`src/rtl/mem_port_arbiter.sv`:
```
// Shares memory port B between SPU single-beat ops and VGA read bursts (round robin + VGA urgency + SPU starvation guard).
// Latency: one decision cycle, then issue; read data steered back MEM_LAT cycles after mem_en.
// Backpressure: requesters hold req until their grant pulse; a VGA burst is never interrupted.
module mem_port_arbiter #(
    parameter int BURST_LEN  = 8,
    parameter int MEM_LAT    = 1,
    parameter int URGENT_MAX = 4
) (
    input  logic         clk,
    input  logic         rst_n,
    input  logic         spu_req,
    input  logic [15:0]  spu_we,
    input  logic [31:0]  spu_addr,
    input  logic [127:0] spu_wdata,
    output logic         spu_gnt,
    output logic         spu_rvalid,
    output logic [127:0] spu_rdata,
    input  logic         vga_req,
    input  logic         vga_urgent,
    input  logic [31:0]  vga_addr,
    output logic         vga_gnt,
    output logic         vga_rvalid,
    output logic [127:0] vga_rdata,
    output logic         vga_done,
    output logic         mem_en,
    output logic [15:0]  mem_we,
    output logic [31:0]  mem_addr,
    output logic [127:0] mem_wdata,
    input  logic [127:0] mem_rdata
);
    localparam int BEAT_W = (BURST_LEN > 1) ? $clog2(BURST_LEN) : 1;
    localparam int URG_W  = (URGENT_MAX > 0) ? $clog2(URGENT_MAX + 1) : 1;
    localparam logic [BEAT_W-1:0] LAST_BEAT = BEAT_W'(BURST_LEN - 1);
    localparam logic [URG_W-1:0]  URG_MAX   = URG_W'(URGENT_MAX);

    typedef enum logic [1:0] {IDLE, SPU, VGA} state_t;

    state_t              state_q, state_d;
    logic                last_vga_q;
    logic [BEAT_W-1:0]   beat_q;
    logic [URG_W-1:0]    urg_cnt_q;
    logic                urg_win_q;
    logic [31:0]         vga_base_q;
    logic                urgent_vga;
    logic                last_beat;
    logic [MEM_LAT-1:0]  tag_rd_q, tag_vga_q, tag_last_q;

    // The starvation guard only bites when SPU is actually waiting.
    assign urgent_vga = vga_req && vga_urgent && !(spu_req && (urg_cnt_q == URG_MAX));
    assign last_beat  = (beat_q == LAST_BEAT);

    always_comb begin
        state_d   = state_q;
        spu_gnt   = 1'b0;
        vga_gnt   = 1'b0;
        mem_en    = 1'b0;
        mem_we    = '0;
        mem_addr  = '0;
        mem_wdata = '0;
        case (state_q)
            IDLE: begin
                if (urgent_vga)              state_d = VGA;
                else if (spu_req && vga_req) state_d = last_vga_q ? SPU : VGA;
                else if (spu_req)            state_d = SPU;
                else if (vga_req)            state_d = VGA;
            end
            SPU: begin
                mem_en    = 1'b1;
                mem_we    = spu_we;
                mem_addr  = spu_addr;
                mem_wdata = spu_wdata;
                spu_gnt   = 1'b1;
                state_d   = IDLE;
            end
            VGA: begin
                mem_en   = 1'b1;
                mem_addr = vga_base_q + {{(28 - BEAT_W){1'b0}}, beat_q, 4'b0000};
                vga_gnt  = (beat_q == '0);
                if (last_beat) state_d = IDLE;
            end
            default: state_d = IDLE;
        endcase
    end

    always_ff @(posedge clk or negedge rst_n) begin
        if (!rst_n) begin
            state_q    <= IDLE;
            last_vga_q <= 1'b1;
            beat_q     <= '0;
            urg_cnt_q  <= '0;
            urg_win_q  <= 1'b0;
            vga_base_q <= '0;
        end else begin
            state_q <= state_d;
            case (state_q)
                IDLE: begin
                    if (state_d == VGA) begin
                        vga_base_q <= vga_addr;
                        beat_q     <= '0;
                        urg_win_q  <= urgent_vga && spu_req;
                    end
                end
                SPU: begin
                    last_vga_q <= 1'b0;
                    urg_cnt_q  <= '0;
                end
                VGA: begin
                    beat_q <= beat_q + BEAT_W'(1);
                    if (last_beat) begin
                        last_vga_q <= 1'b1;
                        if (!urg_win_q)                urg_cnt_q <= '0;
                        else if (urg_cnt_q != URG_MAX) urg_cnt_q <= urg_cnt_q + URG_W'(1);
                    end
                end
                default: ;
            endcase
        end
    end

    // Return tags travel alongside the memory's read latency.
    always_ff @(posedge clk or negedge rst_n) begin
        if (!rst_n) begin
            tag_rd_q   <= '0;
            tag_vga_q  <= '0;
            tag_last_q <= '0;
        end else begin
            tag_rd_q[0]   <= mem_en && (mem_we == 16'h0000);
            tag_vga_q[0]  <= (state_q == VGA);
            tag_last_q[0] <= (state_q == VGA) && last_beat;
            for (int i = 1; i < MEM_LAT; i++) begin
                tag_rd_q[i]   <= tag_rd_q[i-1];
                tag_vga_q[i]  <= tag_vga_q[i-1];
                tag_last_q[i] <= tag_last_q[i-1];
            end
        end
    end

    assign spu_rvalid = tag_rd_q[MEM_LAT-1] && !tag_vga_q[MEM_LAT-1];
    assign vga_rvalid = tag_rd_q[MEM_LAT-1] && tag_vga_q[MEM_LAT-1];
    assign vga_done   = vga_rvalid && tag_last_q[MEM_LAT-1];
    assign spu_rdata  = mem_rdata;
    assign vga_rdata  = mem_rdata;
endmodule

```
`config.mk`:
```
export PLATFORM = sky130hd
export DESIGN_NAME = mem_port_arbiter
export DESIGN_NICKNAME = d
export VERILOG_FILES = /design/src/rtl/mem_port_arbiter.sv
export SDC_FILE = /design/constraint.sdc
export NUM_CORES = 1
export LEC_CHECK = 0
export ABC_AREA = 1
export CORE_AREA = 2 2 305 307
export CTS_BUF_LIST = sky130_fd_sc_hd__clkbuf_8 sky130_fd_sc_hd__clkbuf_16
export DETAILED_ROUTE_END_ITERATION = 10
export DIE_AREA = 0 0 307 309
export PLACE_DENSITY = 0.37
export SYNTH_ARGS = -nofsm -noshare
export SYNTH_HDL_FRONTEND = slang
export SYNTH_SLANG_ARGS = --single-unit
export TNS_END_PERCENT = 10
```
`constraint.sdc`:
```
create_clock -name clk -period 6.48 [get_ports clk]
set_input_delay 1.296 -clock clk [delete_from_list [all_inputs] [get_ports clk]]
set_output_delay 1.296 -clock clk [all_outputs]
set_load 0.02 [all_outputs]
```
==> results.md, run 1 <==
* Outcome: completed
* Mapped Area at about 0.0064 mm^2
* Seq/Total Area, Yosys at 0.177
* Fin Clk Skew at 0.0129 ns
* Cell accounting for the most synthesized area: buf_4
* I/O pins at 779
* Grt ovf at 0
* Worst slew pin tran at 0.822 ns
* Post-DRT Antenna Nets at 0
* Share of cells above drive strength 1 at 0.0257
* Mean post-synth cell area at 5.88 um^2
* Peak supply drop at 0.000134 V
* WP data required at 5.18 ns
* Critical Path Start: beat_q[0]$_DFFE_PN0P_
* H-tree levels at 2
* Most frequent cells after synthesis: nand2_1, buf_4, inv_1
* Post-synthesis mux area share at 0
* Nets at 1557
* Clk slew on worst S/H paths at 0.08 ns
* DR WL/cell at around 15 um
* # rows at 111
* Asr flop ratio synth at 1.00
* Crit path DAT at 3.13 ns
* Main combinational cell family by area after synthesis: buffers and inverters
* Clk sink count at 45
* RR Startpoint: state_q[0]$_DFF_PN0_
* Synth Flop Type: dfrtp_1
* ANT cells at 0
* I/O Buffers at 394
* CP max stage delay at 0.62 ns
* Synth Register Bits at 45
* Synth Area in XOR/XNOR at 0.00274
* Startpoint Class: register
* Most frequent cell after synthesis: nand2_1
* CTS tree: yes
* Vias/cell at 2.71
* CP Depth at 11
* Complex-gate fraction of the synthesized area at 0.0519
* Critical path's most frequent cell: nand2_1
* Starting Density at 0.0699
* First-pass GRT wire length at 47500 um
* DRT Wirelength at 35700 um
* Post-CTS setup buffer count at 0
* Die Y at between 300 and 400 um
* Die area at 0.0949 mm^2
* Total GRT Usage at 0.0702
* Syn_nets at 1439
* DRC violations left at 0
* Crit end category: output pin
* Post-CTS resize count at 0
* Slowest-stage cell, CP: clkdlybuf4s50_1
* Worst reg2reg path endpoint: beat_q[0]$_DFFE_PN0P_
* Synth warnings at 0
* Worst rel slew slack at 0.446
* Pwr dens at 317 mW/mm^2
* Final WS setup at 2.05 ns
* WP buf/inv at 1
* Core area at 0.0914 mm^2
* Setup TNS at 0 ns
* Die X at 307 um
* Initial DRC count at between 300 and 400
* Post-synth EDFFs at 0
* Hold Slack at between 0.4 and 0.5 ns
* Hold_buf cts at 0
* Post-Synth Simple-Gate Area at 0.305
* CP delay by family, top: simple AND/OR/NAND/NOR gates
* Final Hold Vio Count at 0
* Synth area leaders: buf_4, nand2_1, dfrtp_1, inv_1, nand3_1
* Cells along the critical path: ha_1, fa_1, nand3_1, nand2_1, nand2_1, nor2_1, nand2_1, nand2_1, nand3_1, a21oi_1, clkdlybuf4s50_1
* Post-synthesis cell count at 1086
* Synth cell types at 30
* Post-Synth Adder-Cell Area at 0.0247
* Vias in the first global route at 6605
* Leakage at 4.71 nW
* Antenna violations before repair at 4
* Worst skew pair latency at between 0.3 and 0.4 ns
* Setup slack, reg-to-reg at 3.55 ns
* RSZ-0062 raised after global routing: false
* Crit path kind: register to output pin
* CP Max Fanout at 6
* DRT Pass-1 Iters at 4
* Min-delay worst type: register to register
* Pre-CTS setup slack at 2.21 ns
* Syn-to-layout area delta at 56.5%
* Fin crit share at 0.683
* Setup-failing EPs final at 0
* CTS Root Cell: clkbuf_16
* Max clock buf depth at 2
* Reg2Reg Depth at 11
* # Max-Cap Violations at 0
* Gpl congestion at 0.756
* Final Slew Violations at 0
* Top-area cell type share of the netlist area at 0.303
* Worst Setup EP: mem_addr[28]
* Hpwl dp at 30500 um
* FMAX at 226 MHz
* Vias at 6480
* Total CTS buffers at 5
* Largest net degree at the start of global routing at 78
* Tmin final at 4.43 ns
[worst min-delay path, cell delays in order, from the launching register on]
cell and delay, ns:
dfrtp_1 0.35, nand2_1 0.05, nand2_1 0.04
[cell type report]
cell class / instances / area, um^2
Fill cell: 10761 / 81400
Clock inverter: 2 / 17.5
Tap cell: 1186 / 1480
Clock buffer: 6 / 139
Inverter: 190 / 713
Multi-Input combinational cell: 558 / 2470
Timing Repair Buffer: 404 / 4040
Sequential cell: 45 / 1130
[layer usage]
| layer | vias up | track usage | wire length (um) |
|---|---|---|---|
| li1 | 3189 | - | - |
| met1 | 2738 | 0.0877 | 14900 |
| met2 | 439 | 0.101 | 14600 |
| met3 | 106 | 0.0349 | 4580 |
| met4 | 8 | 0.0278 | 1370 |
| met5 | - | 0.0142 | 198 |
[worst min-delay path by stage]
stage	cells past startpoint	slack [ns]	to	from
2_1_floorplan	2	0.44	vga_base_q[0]$_DFFE_PN0P_	vga_base_q[0]$_DFFE_PN0P_
3_3_place_gp	2	0.46	vga_base_q[3]$_DFFE_PN0P_	vga_base_q[3]$_DFFE_PN0P_
3_5_place_dp	2	0.46	vga_base_q[2]$_DFFE_PN0P_	vga_base_q[2]$_DFFE_PN0P_
4_1_cts	2	0.48	vga_base_q[2]$_DFFE_PN0P_	vga_base_q[2]$_DFFE_PN0P_
5_1_grt	2	0.51	vga_base_q[3]$_DFFE_PN0P_	vga_base_q[3]$_DFFE_PN0P_
6_report	2	0.47	vga_base_q[3]$_DFFE_PN0P_	vga_base_q[3]$_DFFE_PN0P_
[cells in the final DEF (no fill, tap or decap), drive strengths merged]
master         netlist  layout
nand3               78      78
nor3                 2       2
ha                  11      11
a21oi               40      40
clkbuf              23       6
xor2                 2       2
fa                   1       1
buf                270      11
clkinv               1       2
nand2              350     350
inv                189     190
a21o                 1       1
clkdlybuf4s50        0     393
nor4                 1       1
nand4                3       3
or2                  3       3
o21ai               13      13
and2                 2       2
a31oi                1       1
dfstp                1       1
o21bai               3       3
o22ai                2       2
dfrtp               44      44
nor2                45      45
[stage by stage]
| stage | util | cell area, um^2 | total power [W] | instances |
|---|---|---|---|---|
| 5_1_grt | 0.109 | 9990 | 0.00347 | 2391 |
| 3_5_place_dp | 0.108 | 9840 | 0.00294 | 2383 |
| 6_report | 0.109 | 9990 | 0.00317 | 2391 |
| 3_3_place_gp | 0.108 | 9840 | 0.00296 | 2383 |
| 4_1_cts | 0.109 | 9990 | 0.00326 | 2391 |
| 2_1_floorplan | - | 6380 | 0.00197 | 1086 |
[cells by family (layout without fill, tap and decap cells)]
kind of cell / count (synthesis) / in the layout
xor+xnor: 2 / 2
fa+ha+maj: 12 / 12
compound gates: 60 / 60
simple gates: 484 / 484
buf+inv: 483 / 602
flops: 45 / 45
[state kept, by name, indices dropped and copies added, names as in the netlist]
| name | count |
|---|---|
| beat_q | 3 |
| vga_base_q | 32 |
| urg_win_q | 1 |
| urg_cnt_q | 3 |
| tag_last_q | 1 |
| state_q | 2 |
| tag_rd_q | 1 |
| tag_vga_q | 1 |
| last_vga_q | 1 |
[power by group]
part | leakage, nW | switching, W | internal [W]
registers | 0.566 | 0.000164 | 0.000405
logic | 4.06 | 0.00143 | 0.000881
clock network | 0.0775 | 0.000135 | 0.000156
Note: power is estimated with default switching activity, not from simulation.
==> run 2: changes to the inputs <==
--- a/config.mk
+++ b/config.mk
@@ -6,10 +6,10 @@
 export NUM_CORES = 1
 export LEC_CHECK = 0
 export ABC_AREA = 1
-export CORE_AREA = 2 2 305 307
+export CORE_AREA = 2 2 307 309
 export CTS_BUF_LIST = sky130_fd_sc_hd__clkbuf_8 sky130_fd_sc_hd__clkbuf_16
 export DETAILED_ROUTE_END_ITERATION = 10
-export DIE_AREA = 0 0 307 309
+export DIE_AREA = 0 0 309 311
 export PLACE_DENSITY = 0.37
 export SYNTH_ARGS = -nofsm -noshare
 export SYNTH_HDL_FRONTEND = slang
==> constraint.sdc (replaced) <==
create_clock -name clk -period 4.4 [get_ports clk]
set_input_delay 0.88 -clock clk [delete_from_list [all_inputs] [get_ports clk]]
set_output_delay 0.88 -clock clk [all_outputs]
set_load 0.02 [all_outputs]
==> run 2 against run 1 <==
Against the previous run:
- sequential power rose by 48%
- global-route usage up 0.67 points
- total power increased by 49%
- non-clock buffer count is 3 higher
- register-to-register slack lost 1.7 ns
- via count grew 1.6%
- design area up 1.1%
- largest cell class unchanged
==> results.md, run 2 (same netlist as run 1, synthesis figures left out) <==
* Die area at ~0.096 mm^2
* Setup slack, reg-to-reg at 1.80 ns
* Final Slew Violations at 0
* Starting Density at 0.0688
* Total GRT Usage at 0.0769
* Largest registers: vga_base_q: 32 flops, beat_q: 3 flops, urg_cnt_q: 3 flops
* Crit path DAT at 3.06 ns
* Design area at 0.0101 mm^2
* WP buf/inv at 1
* I/O pins at roughly 780
* Vias at roughly 6600
* RR Startpoint: state_q[0]$_DFF_PN0_
* Vias/cell at around 2.7
* First-pass GRT wire length at roughly 52000 um
* Commonest non-fill, non-tap cell in the layout: clkdlybuf4s50_1
* Grt ovf at 0
* Die Y at 311 um
* CP Max Fanout at 6
* Antenna violations before repair at 4
* Startpoint Class: register
* CTS tree: yes
* Post-DRT Antenna Nets at 0
* WP data required at 3.52 ns
* DR WL/cell at 15.7 um
* Total chip power at 0.00474 W
* Clock share of power at 0.089
* Share of cells above drive strength 1 at 0.0290
* Hold_buf cts at 0
* Leakage at 4.72 nW
* Hold path start: vga_base_q[3]$_DFFE_PN0P_
* Clk slew on worst S/H paths at about 0.07 ns
* Peak supply drop at 0.000200 V
* Worst slew pin tran at 0.937 ns
* Worst rel slew slack at 0.374
* CP max stage delay at between 0.6 and 0.7 ns
* Core area at 0.0928 mm^2
* Clk sink count at 45
* Most frequent cells in the layout: clkdlybuf4s50_1, nand2_1, inv_1
* Post-CTS resize count at 0
* Vias in the first global route at around 7000
* Setup TNS at 0 ns
* Tmin final at 3.94 ns
* Critical path's most frequent cell: nand2_1
* Outcome: completed
* I/O Buffers at 394
* CTS Root Cell: clkbuf_16
* Crit end category: output pin
* Hold Crit Endpoint: vga_base_q[3]$_DFFE_PN0P_
* Pwr dens at 469 mW/mm^2
* Pint at 0.00216 W
* Min-delay worst type: register to register
* Fin crit share at 0.896
* Largest net degree at the start of global routing at between 100 and 150
* Gpl congestion at between 0.7 and 0.8
* # Max-Cap Violations at 0
* Comb pwr share at 0.733
* CP delay by family, top: simple AND/OR/NAND/NOR gates
* CP Depth at 10
* Syn-to-layout area delta at 58.2%
* # rows at about 110
* Nets at 1560
* Hpwl dp at 33700 um
* Largest register by flop count: vga_base_q
* FMAX at 254 MHz
* Worst hold path depth at 2
* Die X at 309 um
* Setup-failing EPs final at 0
* DRC violations left at 0
* DRT Pass-1 Iters at 4
* Reg2Reg Depth at 7
* Worst skew pair latency at slightly above 0.3 ns
* Cells along the critical path: ha_1, fa_1, nand3_1, nand2_1, nand2_1, nor2_1, or2_2, nand2_1, a21oi_1, clkdlybuf4s50_1
* RSZ-0062 raised after global routing: false
* H-tree levels at 2
* Crit path kind: register to output pin
* Switch Pwr at 0.00258 W
* Switching share of power at 0.544
* DRT Wirelength at 38600 um
* Fin Clk Skew at 0.0165 ns
* Total CTS buffers at 5
* Seq pwr share at 0.177
* Slowest-stage cell, CP: clkdlybuf4s50_1
* Cell Area, Placed at 0.00994 mm^2
* Largest register FFs at 32
* Post-CTS setup buffer count at 0
* Worst reg2reg path endpoint: tag_rd_q$_DFF_PN0_
* Max clock buf depth at 2
* Initial DRC count at 328
* Final Hold Vio Count at 0
## run 2: layout make-up
| cell class | instances | area [um^2] |
|---|---|---|
| sequential | 45 | 1130 |
| fill | 10978 | 82700 |
| clock inverter | 2 | 16.3 |
| clock buffer | 6 | 139 |
| multi-input combinational | 558 | 2470 |
| inverter | 190 | 713 |
| timing repair buffer | 407 | 4060 |
| tap | 1254 | 1570 |
| antenna | 1 | 2.50 |
## run 2: how the worst max path moves through the flow
stage	from	to	slack, ns
2_1_floorplan	beat_q[0]$_DFFE_PN0P_	mem_addr[20]	1.63
3_3_place_gp	beat_q[0]$_DFFE_PN0P_	mem_addr[24]	0.79
3_5_place_dp	beat_q[0]$_DFFE_PN0P_	mem_addr[20]	0.83
4_1_cts	beat_q[0]$_DFFE_PN0P_	mem_addr[20]	0.47
5_1_grt	beat_q[0]$_DFFE_PN0P_	mem_addr[24]	0.24
6_report	beat_q[0]$_DFFE_PN0P_	mem_addr[20]	0.46
## run 2: power groups by stage
| stage | Combinational (W) | Clock (W) | Sequential (W) |
|---|---|---|---|
| 2_1_floorplan | 0.00215 | 0 | 0.000740 |
| 3_3_place_gp | 0.00361 | 0 | 0.000856 |
| 3_5_place_dp | 0.00358 | 0 | 0.000852 |
| 4_1_cts | 0.00360 | 0.000450 | 0.000845 |
| 5_1_grt | 0.00386 | 0.000464 | 0.000879 |
| 6_report | 0.00347 | 0.000424 | 0.000841 |
## run 2: through the flow
| step | utilization | setup slack, ns | hold slack, ns | instances |
|---|---|---|---|---|
| final | 0.109 | 0.456 | 0.473 | 2463 |
| after global routing | 0.109 | 0.243 | 0.501 | 2462 |
| after floorplan | - | 1.63 | 0.442 | 1086 |
| after CTS | 0.109 | 0.472 | 0.475 | 2462 |
| after global placement | 0.107 | 0.795 | 0.457 | 2454 |
| after detailed placement | 0.107 | 0.828 | 0.460 | 2454 |
## run 2: layer usage
layer  track usage  share of wire  vias to the layer above
met5        0.0126         0.0038                        -
met4        0.0216          0.025                        8
met3        0.0612           0.19                       82
met2         0.119           0.43                      508
met1        0.0781           0.35                     2789
li1              -              -                     3198
## run 2: worst register-to-register path, cell delays in order (launching register included)
cell and delay [ns]:
dfrtp_1 0.40, inv_1 0.11, ha_1 0.32, inv_1 0.40, buf_4 0.33, nor3_1 0.31, nand4_1 0.23, nor4_1 0.36
==> patch 1 (config.mk and constraints of run 1) <==
Make the reset (`rst_n`) synchronous in 2 clocked blocks.
--- a/src/rtl/mem_port_arbiter.sv
+++ b/src/rtl/mem_port_arbiter.sv
@@ -83,5 +83,5 @@
     end
 
-    always_ff @(posedge clk or negedge rst_n) begin
+    always_ff @(posedge clk) begin
         if (!rst_n) begin
             state_q    <= IDLE;
@@ -119,5 +119,5 @@
 
     // Return tags travel alongside the memory's read latency.
-    always_ff @(posedge clk or negedge rst_n) begin
+    always_ff @(posedge clk) begin
         if (!rst_n) begin
             tag_rd_q   <= '0;
Function: differs if rst_n is asserted again (counterexample within 4 cycles, from zero or initial values and one cycle with rst_n low); with rst_n held inactive, the same outputs for 4 cycles.
==> patch 1 against run 1 <==
- worst setup slack worse by 0.025 ns
- final area is 1.5% lower
- hold slack better by 0.014 ns
- critical path depth is 4 lower
- area after synthesis is 1.1% lower
- sequential cell count stayed put
- wire length is 95% higher
- critical endpoint is now mem_addr[8]
- largest cell class unchanged
Power is not compared: it rests on default switching activity, and its combinational part moved more than twofold at a synthesized area within 25%.
==> patch 1: results (changes against run 1) <==
metric	value	unit	change
status	finished clean		
hold_path_end	vga_base_q[0]		
cts_resized	0		unchanged
grt_pass1_vias	6991		+5.8%
grt_pass1_wl	83800	um	+76%
r2r-start	state_q[0]		
p_leak	0.00427	uW	
place_congestion	0.788		+4.2%
slowest_stage	ha_2		
min_from	vga_base_q[0]		
antenna_found_initial	56		+52
synth-async-reset-ratio	0		-1.00
drt_iter0_markers	427		+40%
ir_drop	0.0972	mV	
ctsHtreeMaxLevel	2		unchanged
finClkSkew	0.00430	ns	-0.00859 ns
rr_worst_depth	8		-3
r2r_slack	3.70	ns	+0.15 ns
grt_max_degree	80		+2.6%
arrival	3.16	ns	+0.03 ns
min_path_type	register to register		
synthTopCellsByCount	279 x nand2_1, 259 x buf_4, 187 x inv_1, 112 x nor2_1, 52 x nand3_1		
path_clk_slew	0.07	ns	
nets	1570		+0.83%
fillers	10740		-0.20%
cp_slowest_stage_delay	0.75	ns	+0.13 ns
intPower	728	uW	
yosys_warnings	0		unchanged
cts_setup_buffers	0		unchanged
ys.flop_type	dfxtp_1		
viasPerCell	2.94		+8.3%
hold_viol	0		unchanged
worstPathMaxFanout	40		+34
root_buffer	clkbuf_16		
drive_gt1_frac	0.0287		+0.00301
syn_nets	1459		+1.4%
synthTopCellsByArea	buf_4 31%, nand2_1 17%, dfxtp_1 14%		
io_buffers	394		unchanged
timing.rr.end	vga_base_q[4]		
firstDrtPassIters	4		unchanged
tightest_slew	0.871	ns	+0.0498 ns
grt_usage	0.140		+0.0701
ys_seq_area_frac	0.143		-0.0340
cts.path.max_buffers	2		unchanged
dpl.hpwl	64600	um	+110%
path_delay_family	buffers and inverters		
yosysUniqueCellTypes	33		+10%
routed_wl	69700	um	+95%
cts_buffers	5		unchanged
## patch 1: changes by cell type in the layout (fill, tap and decap cells not counted), moves of 7 or more
| cell | before | now |
|---|---|---|
| nor2_1 | 42 | 112 |
| dfxtp_1 | 0 | 45 |
| dfrtp_1 | 44 | 0 |
| o21ai_1 | 1 | 20 |
| nand2_1 | 350 | 279 |
| diode_2 | 0 | 7 |
| nand3_1 | 78 | 52 |
| nand4_1 | 3 | 10 |
## patch 1: metrics by stage
stage,cells,instance area [um2],utilization,hold slack [ns],setup slack (ns)
floorplan,1106,6320,-,0.455,3.29
global placement,2396,9680,0.106,0.464,2.19
detailed placement,2396,9680,0.106,0.479,2.19
CTS,2404,9830,0.108,0.497,1.95
global route,2407,9840,0.108,0.505,1.77
finish,2411,9850,0.108,0.488,2.03
## patch 1: cell families after synthesis
logic type                 synth area share
AOI/OAI and AO/OA                    0.0715
adders and majority gates            0.0250
and+or+nand+nor                       0.307
DFF                                   0.143
buffers and inverters                 0.450
xor gates and xnor gates            0.00416
## patch 1: power by group through the flow
| stage | Sequential [uW] | Combinational (uW) | Clock (uW) |
|---|---|---|---|
| after floorplan | 338 | 504 | 0 |
| after global placement | 357 | 627 | 0 |
| after detailed placement | 357 | 627 | 0 |
| after CTS | 351 | 629 | 297 |
| after global routing | 356 | 672 | 304 |
| final | 350 | 612 | 282 |
## patch 1: worst reg2reg max path: stages, from the launching register on
cell and delay, ns:
dfxtp_1 0.36, inv_1 0.10, ha_2 0.75, nand3_1 0.22, nand2_2 0.16, nand2_4 0.26
inv_2 0.65, nor2_1 0.11, nor2_1 0.12
## patch 1: cell type report
class	count	area, um2	area share
timing repair buffer	399	3990	0.405
antenna	7	17.5	0.00178
sequential	45	901	0.0915
inverter	190	713	0.0724
multi-input combinational	576	2590	0.263
clock inverter	3	25.0	0.00254
clock buffer	5	125	0.0127
tap	1186	1480	0.151
## patch 1: worst max path at each step
stage	start	end	cells after the start
after global placement	spu_we[9]	mem_we[9]	4
final	state_q[0]	mem_addr[8]	7
after floorplan	beat_q[0]	mem_addr[28]	11
after CTS	state_q[0]	mem_addr[7]	7
after global routing	state_q[0]	mem_addr[7]	7
after detailed placement	spu_we[9]	mem_we[9]	4
## patch 1: layer usage
layer | routed length (um) | GRT usage
met1 | 22800 | 0.134
met2 | 28500 | 0.205
met3 | 16100 | 0.148
met4 | 1930 | 0.0358
met5 | 397 | 0
==> patch 2 (config.mk and constraints of run 1) <==
Made on the original files. The parameter `URGENT_MAX` goes from 4 to 8.
--- a/src/rtl/mem_port_arbiter.sv
+++ b/src/rtl/mem_port_arbiter.sv
@@ -5,5 +5,5 @@
     parameter int BURST_LEN  = 8,
     parameter int MEM_LAT    = 1,
-    parameter int URGENT_MAX = 4
+    parameter int URGENT_MAX = 8
 ) (
     input  logic         clk,
Behaviour: no difference found for any inputs over 4 cycles, from zero or initial values and one cycle with rst_n low; that may be too few to reach the edited logic, so the function may still have changed.
==> patch 2 against run 1 <==
- power is 2.5% lower
- wire length is 4.6% higher
- register-to-register slack worse by 0.03 ns
- final area is 1.3% higher
- first-iteration DRC count is 2.6% lower
- area after synthesis is 2.8% higher
- synthesized cell count is 1.5% higher
- non-clock buffer count is 4 lower
- worst setup slack worse by 0.18 ns
- hold slack better by 0.0035 ns
- sequential share of layout area is 0.10 points higher
- sequential cell count is 1 higher
- critical endpoint is now mem_addr[8]
- largest cell class unchanged
==> patch 2: results (changes against run 1) <==
metric	value	unit	change
gr-usage-met2	0.0996		-0.00105
finClkSkew	0.00755	ns	-0.00535 ns
grt_max_degree	112		+44%
nets	1569		+0.77%
endpoint	mem_addr[8]		
dr_total_vias	6477		-0.046%
netSwitchingFraction	0.541		-0.00346
met1_usage	0.0853		-0.00240
synthTopCellsByArea	buf_4 29%, nand2_1 20%, dfrtp_1 17%		
synth-xor-area-share	0.00133		-0.00141
arrival	3.31	ns	+0.18 ns
wl_met1	14800	um	-0.18%
ys_seq_area_frac	0.176		-0.00100
synth-compound-area-share	0.0457		-0.00618
synth_fa_ha_area_frac	0.0240		-0.000673
antenna_found_initial	9		+5
grt_pass1_wl	48600	um	+2.4%
grt_usage	0.0727		+0.00249
grt_use_met3	0.0499		+0.0149
status	finished clean		
drive_gt1_frac	0.0362		+0.0104
fillers	10705		-0.52%
r2r_slack	3.52	ns	-0.03 ns
yosysUniqueCellTypes	35		+17%
switchingPower	1670	uW	-3.2%
dr_wl_met3	5740	um	+25%
top_regs	vga_base_q: 32 flops, urg_cnt_q: 4 flops, beat_q: 3 flops		
timing.rr.end	beat_q[2]		
min_from	vga_base_q[2]		
p_leak	0.00479	uW	+1.8%
combPwrFrac	0.710		-0.019
==> patch 2: worst max-delay path, cell delays in order, from the launching register on <==
cell,delay (ns)
dfrtp_1,0.42
ha_1,0.22
inv_1,0.09
fa_1,0.36
inv_1,0.10
nand2_1,0.08
a21boi_0,0.39
o21ai_0,0.41
a21oi_1,0.30
clkdlybuf4s50_1,0.64
==> patch 2: per-stage QoR <==
stage,worst slack (ns),util,instance area [um2],std cells
final,1.87,0.111,10100,2403
after floorplan,3.20,-,6560,1102
after CTS,1.83,0.111,10100,2403
after global placement,2.21,0.109,9950,2395
after global routing,1.66,0.111,10100,2403
after detailed placement,2.20,0.109,9950,2395
==> patch 2: area by class of cell <==
class                      instances  area (um2)  area share
inverter                         199         752      0.0743
timing repair buffer             400        4000       0.395
tap                             1186        1480       0.147
clock inverter                     3        48.8     0.00482
multi-input combinational        564        2560       0.253
sequential                        46        1150       0.114
clock buffer                       5         125      0.0124
